==> config.mk <==
export PLATFORM = sky130hd
export DESIGN_NAME = key_event_queue
export DESIGN_NICKNAME = d
export VERILOG_FILES = /design/src/rtl/key_pkg.sv /design/src/rtl/key_event_queue_idle_timer.sv /design/src/rtl/key_event_queue.sv
export SDC_FILE = /design/constraint.sdc
export NUM_CORES = 1
export LEC_CHECK = 0
export BUFFER_PORTS_ARGS = -buffer_cell sky130_fd_sc_hd__buf_4
export CAP_MARGIN = 15
export CORE_MARGIN = 2
export CORE_UTILIZATION = 60
export CTS_BUF_LIST = sky130_fd_sc_hd__clkbuf_4 sky130_fd_sc_hd__clkbuf_8
export DETAILED_ROUTE_END_ITERATION = 8
export PLACE_DENSITY = 0.84
export SLEW_MARGIN = 20
export SYNTH_ARGS = -nofsm -noshare
export SYNTH_HDL_FRONTEND = slang
export SYNTH_HIERARCHICAL = 1
export SYNTH_SLANG_ARGS = --single-unit
==> constraint.sdc <==
create_clock -name clk -period 5.1 [get_ports clk]
set_input_delay 1.02 -clock clk [delete_from_list [all_inputs] [get_ports clk]]
set_output_delay 1.02 -clock clk [all_outputs]
set_load 0.02 [all_outputs]
==> src/rtl/key_pkg.sv <==
// key_pkg: shared key-code definitions and default sizing for the keypad
// event path (scanner -> key_event_queue -> lock controller).
//   KEY_W            width of one decoded key code
//   KEY_*            key code constants produced by the scanner
//   DEF_DEPTH        default queue depth
//   DEF_TIMEOUT_CYC  default idle flush time (5 s of CLK_HZ)
//   DEF_TMR_W        idle counter width able to hold DEF_TIMEOUT_CYC
package key_pkg;

    localparam int KEY_W = 4;

    typedef logic [KEY_W-1:0] key_t;

    localparam key_t KEY_0    = 4'h0;
    localparam key_t KEY_1    = 4'h1;
    localparam key_t KEY_2    = 4'h2;
    localparam key_t KEY_3    = 4'h3;
    localparam key_t KEY_4    = 4'h4;
    localparam key_t KEY_5    = 4'h5;
    localparam key_t KEY_6    = 4'h6;
    localparam key_t KEY_7    = 4'h7;
    localparam key_t KEY_8    = 4'h8;
    localparam key_t KEY_9    = 4'h9;
    localparam key_t KEY_ENT  = 4'hA;
    localparam key_t KEY_CLR  = 4'hB;
    localparam key_t KEY_NONE = 4'hF;

    localparam int DEF_DEPTH       = 4;
    localparam int CLK_HZ          = 50_000_000;
    localparam int IDLE_SEC        = 5;
    localparam int DEF_TIMEOUT_CYC = CLK_HZ * IDLE_SEC;
    localparam int DEF_TMR_W       = 28;

endpackage

==> src/rtl/key_event_queue_idle_timer.sv <==
// idle_timer: counts cycles while 'run' is high and raises 'expire' on the
// cycle the count reaches TIMEOUT_CYC-1, so the owner can act on the next edge.
//   clk     system clock
//   rst_n   asynchronous active-low reset
//   clr     restart the count from zero
//   run     count this cycle
//   expire  high for the cycle in which the timeout is reached
module idle_timer #(
    parameter int TIMEOUT_CYC = key_pkg::DEF_TIMEOUT_CYC,
    parameter int TMR_W       = key_pkg::DEF_TMR_W
) (
    input  logic clk,
    input  logic rst_n,
    input  logic clr,
    input  logic run,
    output logic expire
);
    import key_pkg::*;

    localparam logic [TMR_W-1:0] LAST = TMR_W'(TIMEOUT_CYC - 1);

    logic [TMR_W-1:0] cnt_q, cnt_d;

    assign expire = run && (cnt_q == LAST);

    // Expiry restarts the count so a fresh timeout period follows a flush.
    always_comb begin
        cnt_d = cnt_q;
        if (clr || expire) begin
            cnt_d = '0;
        end else if (run) begin
            cnt_d = cnt_q + 1'b1;
        end
    end

    always_ff @(posedge clk or negedge rst_n) begin
        if (!rst_n) begin
            cnt_q <= '0;
        end else begin
            cnt_q <= cnt_d;
        end
    end

endmodule

==> src/rtl/key_event_queue.sv <==
// key_event_queue: first-word-fall-through queue between the keypad scanner
// and the lock controller, with overflow reporting and an idle flush.
//   clk          system clock
//   rst_n        asynchronous active-low reset
//   key_in       key code from scanner
//   key_in_vld   1-cycle strobe, key_in valid
//   key_out      head-of-queue code (0 while empty)
//   key_out_vld  queue non-empty
//   key_out_rdy  consumer accepts head this cycle
//   level        current occupancy
//   ovf          1-cycle pulse, key dropped because queue full
//   flush        1-cycle pulse, idle timeout emptied queue
module key_event_queue #(
    parameter int KEY_W       = key_pkg::KEY_W,
    parameter int DEPTH       = key_pkg::DEF_DEPTH,
    parameter int TIMEOUT_CYC = key_pkg::DEF_TIMEOUT_CYC,
    parameter int TMR_W       = key_pkg::DEF_TMR_W
) (
    input  logic                   clk,
    input  logic                   rst_n,
    input  logic [KEY_W-1:0]       key_in,
    input  logic                   key_in_vld,
    output logic [KEY_W-1:0]       key_out,
    output logic                   key_out_vld,
    input  logic                   key_out_rdy,
    output logic [$clog2(DEPTH):0] level,
    output logic                   ovf,
    output logic                   flush
);
    import key_pkg::*;

    localparam int PTR_W = $clog2(DEPTH);
    localparam int CNT_W = PTR_W + 1;
    localparam logic [CNT_W-1:0] FULL_CNT = CNT_W'(DEPTH);

    logic [KEY_W-1:0] mem_q [DEPTH];
    logic [PTR_W-1:0] wr_ptr_q, wr_ptr_d;
    logic [PTR_W-1:0] rd_ptr_q, rd_ptr_d;
    logic [CNT_W-1:0] cnt_q, cnt_d;
    logic             ovf_q, ovf_d;
    logic             flush_q, flush_d;

    logic empty, full, pop, push;
    logic tmr_clr, tmr_run, expire;

    assign empty = (cnt_q == '0);
    assign full  = (cnt_q == FULL_CNT);
    assign pop   = !empty && key_out_rdy;
    // A pop in the same cycle frees the slot, so a full queue still accepts.
    assign push  = key_in_vld && (!full || pop);

    // An accepted push restarts the timer, so expiry never coincides with one.
    assign tmr_clr = push || empty;
    assign tmr_run = !empty && !push;

    idle_timer #(
        .TIMEOUT_CYC (TIMEOUT_CYC),
        .TMR_W       (TMR_W)
    ) u_idle_timer (
        .clk    (clk),
        .rst_n  (rst_n),
        .clr    (tmr_clr),
        .run    (tmr_run),
        .expire (expire)
    );

    always_comb begin
        wr_ptr_d = wr_ptr_q;
        rd_ptr_d = rd_ptr_q;
        cnt_d    = cnt_q;
        ovf_d    = key_in_vld && full && !pop;
        flush_d  = expire;
        if (expire) begin
            // Flush overrides any pop presented in the same cycle.
            rd_ptr_d = wr_ptr_q;
            cnt_d    = '0;
        end else begin
            if (push) begin
                wr_ptr_d = wr_ptr_q + 1'b1;
            end
            if (pop) begin
                rd_ptr_d = rd_ptr_q + 1'b1;
            end
            if (push && !pop) begin
                cnt_d = cnt_q + 1'b1;
            end else if (pop && !push) begin
                cnt_d = cnt_q - 1'b1;
            end
        end
    end

    always_ff @(posedge clk or negedge rst_n) begin
        if (!rst_n) begin
            wr_ptr_q <= '0;
            rd_ptr_q <= '0;
            cnt_q    <= '0;
            ovf_q    <= 1'b0;
            flush_q  <= 1'b0;
        end else begin
            wr_ptr_q <= wr_ptr_d;
            rd_ptr_q <= rd_ptr_d;
            cnt_q    <= cnt_d;
            ovf_q    <= ovf_d;
            flush_q  <= flush_d;
        end
    end

    // Storage carries no reset; contents are only observed while non-empty.
    always_ff @(posedge clk) begin
        if (push) begin
            mem_q[wr_ptr_q] <= key_in;
        end
    end

    assign key_out     = empty ? '0 : mem_q[rd_ptr_q];
    assign key_out_vld = !empty;
    assign level       = cnt_q;
    assign ovf         = ovf_q;
    assign flush       = flush_q;

endmodule

==> impl_metrics.toml <==
[worst_setup_path]
critPathRequiredTime_ns = 5.29
cp-start-kind = "flop"
path_cells = "or3b_4 > o21ai_2 > nand2_1 > inv_1 > and3_1 > nand3_1 > nor3_1 > nor2_2 > mux2_4"
end_kind = "flop"
crit_path_max_incr_delay_ns = 0.78
cpMaxStageDelayCell = "nor3_1"
arrival_ns = 3.47
critPathMaxFanout = 10
crit_type = "reg2reg"

[place]
gp_congestion = 0.8752
dpl.hpwl_microns = 3678
port_buffers = 17

[route]
drt_wl_total_microns = 5274
antenna_left = 0
drtPass1Iterations = 5
wl_per_cell_microns = 16.23
route.detailed.drc = 0
num_vias = 2083
via_per_inst = 6.409
drt_iter0_markers = 215

[sta]
setup_tns_ns = 0
hold_viol = 0
period_minus_slack_ns = 3.271
fin_skew_ns = 0.005632
min_period_over_period = 0.6413
worstMarginPinSlew_ns = 0.9539
fmax_mhz = 305.7
finalSetupViolations = 0
drv_slew = 0
rsz0062_at_grt = "no"
slew_headroom = 0.3640

[power]
p_clk_frac = 0.198
p_leak_uw = 0.001200
comb_power_share = 0.319
switching_power_uw = 403.6
switching_share = 0.3409
internal_power_uw = 780.2
vdd_drop_max_mv = 0.2921
p_seq_frac = 0.483
power_density_nw_per_um2 = 388.6

[clock_tree]
cts_setup_buffers = 0
cts_resized = 0
cts_tree = "done"
cts_root_buf = "clkbuf_8"
ctsHoldBuffers = 0
cts_buffers = 5
h-tree-depth = 2
path_clk_slew_ns = 0.09
clockBufferDepth = 2
clock_sinks = 53
insertion_delay_ns = 0.30

[cells_and_area]
final_nets = 284
final_common_cell = "dfrtp_1"
area_growth_pct = 5.594
num-fill-cells = 359
n_antenna_cell = 0
drive_above_1_share = 0.1808
multi_input_area_sq_um = 1324
final_cell_mix = "37 x dfrtp_1, 20 x nand2_1, 18 x nor2_1"
seq_area_sq_um = 1406
final_core_util = 0.6493

[synthesis]
ys.warnings.count = 6
syn_avg_cell_area_sq_um = 11.10
ys_seq_area_frac = 0.4874
synth_cell_types = 53
synth-seq-cells = 53
syn_area_sq_um = 2885
postSynthCellCount = 260
synth_nets = 274
synth-edff-count = 16
synth-async-reset-ratio = 0.6981
synthFlopType = "dfrtp_1"

[grt]
globalRouteOverflowTotal = 0
grt_antenna_before_repair = 0
grt_usage = 0.2182
grt_start_max_net_pins = 38
grt_pass1_wl_microns = 9032
grt_pass1_vias = 1983

[floorplanning]
start_util = 0.6149
rows = 25
core_sq_um = 4692
die_x_microns = 73.35
num_io_pins = 18
die_h_microns = 73.35
fp.dieArea_sq_um = 5379

[hold_path]
hold_class = "reg2reg"

[run_status]
outcome = "finished, final reports clean"

[flow_run]
maxCapViolations = 0
[cells in the mapped netlist, types with 4 or more instances]
master,instances,share of area
a21oi_1,14,0.024
a31oi_1,4,0.0087
and2_1,8,0.017
and4_1,4,0.012
buf_6,6,0.023
dfrtp_1,37,0.32
edfxtp_1,16,0.17
ha_1,5,0.022
inv_1,9,0.012
mux4_2,4,0.031
nand2_1,20,0.026
nand3_1,9,0.016
nand4_1,8,0.017
nor2_1,18,0.023
nor4_1,6,0.013
o21ai_0,10,0.017
o31ai_1,8,0.021
or4_1,6,0.016
xnor2_1,7,0.021
xor2_1,9,0.027
[area by class of cell]
class | count | share of cell area
Multi-Input combinational cell | 184 | 0.4345
Sequential cell | 53 | 0.4616
Clock inverter | 2 | 0.003696
Inverter | 9 | 0.01109
Clock buffer | 6 | 0.02505
Timing Repair Buffer | 17 | 0.04189
Tap cell | 54 | 0.02218
[power by group through the flow]
stage,combinational (uW),clock (uW),sequential (uW)
CTS,383,236,573
detailed placement,382,0,582
floorplan,304,0,554
global placement,371,0,577
global route,417,252,584
finish,378,234,572
[worst paths after layout]
path | cells after the start | startpoint | end | slack [ns]
max in group asynchronous | 1 | rst_n | rd_ptr_q[1] | 4.11
setup / recovery | 9 | level[2] | wr_ptr_q[1] | 1.83
hold / removal | 1 | u_idle_timer/cnt_q[15] | u_idle_timer/cnt_q[15] | 0.55
setup reg to reg | 9 | level[2] | wr_ptr_q[1] | 1.83
min in group asynchronous | 1 | rst_n | u_idle_timer/cnt_q[27] | 0.65
hold reg to reg | 1 | u_idle_timer/cnt_q[15] | u_idle_timer/cnt_q[15] | 0.55
[kinds of logic after synthesis]
family,after synthesis,share of synthesized area
buf+inv,23,0.05377
simple gates,108,0.2311
xor+xnor,16,0.04857
flops,53,0.4874
mux,7,0.04337
compound gates,47,0.1071
fa+ha+maj,6,0.02862
[registers in the layout, summed over array words and instances, names as in the netlist]
register	cells
u_idle_timer/cnt_q	28
mem_q	16
level	3
rd_ptr_q	2
wr_ptr_q	2
flush	1
ovf	1
[layer usage]
metal / track usage / wire (microns) / vias to the layer above / share of wire
met5: 0 / 0 / - / 0
met1: 0.2826 / 2366 / 1019 / 0.45
met4: 0.07677 / 129 / 0 / 0.024
met2: 0.3534 / 2521 / 62 / 0.48
li1: - / - / 979 / -
met3: 0.06173 / 256 / 23 / 0.049
[per-stage QoR]
step	cells	hold slack, ns	area (sq um)	setup WS (ns)	total power [uW]
CTS	325	0.5318	3047	1.828	1191
detailed placement	317	0.5188	2959	1.544	963.8
global placement	317	0.5272	2959	1.693	947.6
global route	325	0.5626	3047	1.534	1253
floorplan	260	0.4540	2885	2.200	858.7
finish	325	0.5523	3047	1.829	1184
[worst max-delay path, delay by kind of cell (launching register included)]
kind	cells	cell delay, ns
flops	1	0.52
simple gates	6	1.94
buf+inv	1	0.21
mux	1	0.33
compound gates	1	0.16
Note: power is estimated with default switching activity, not from simulation.
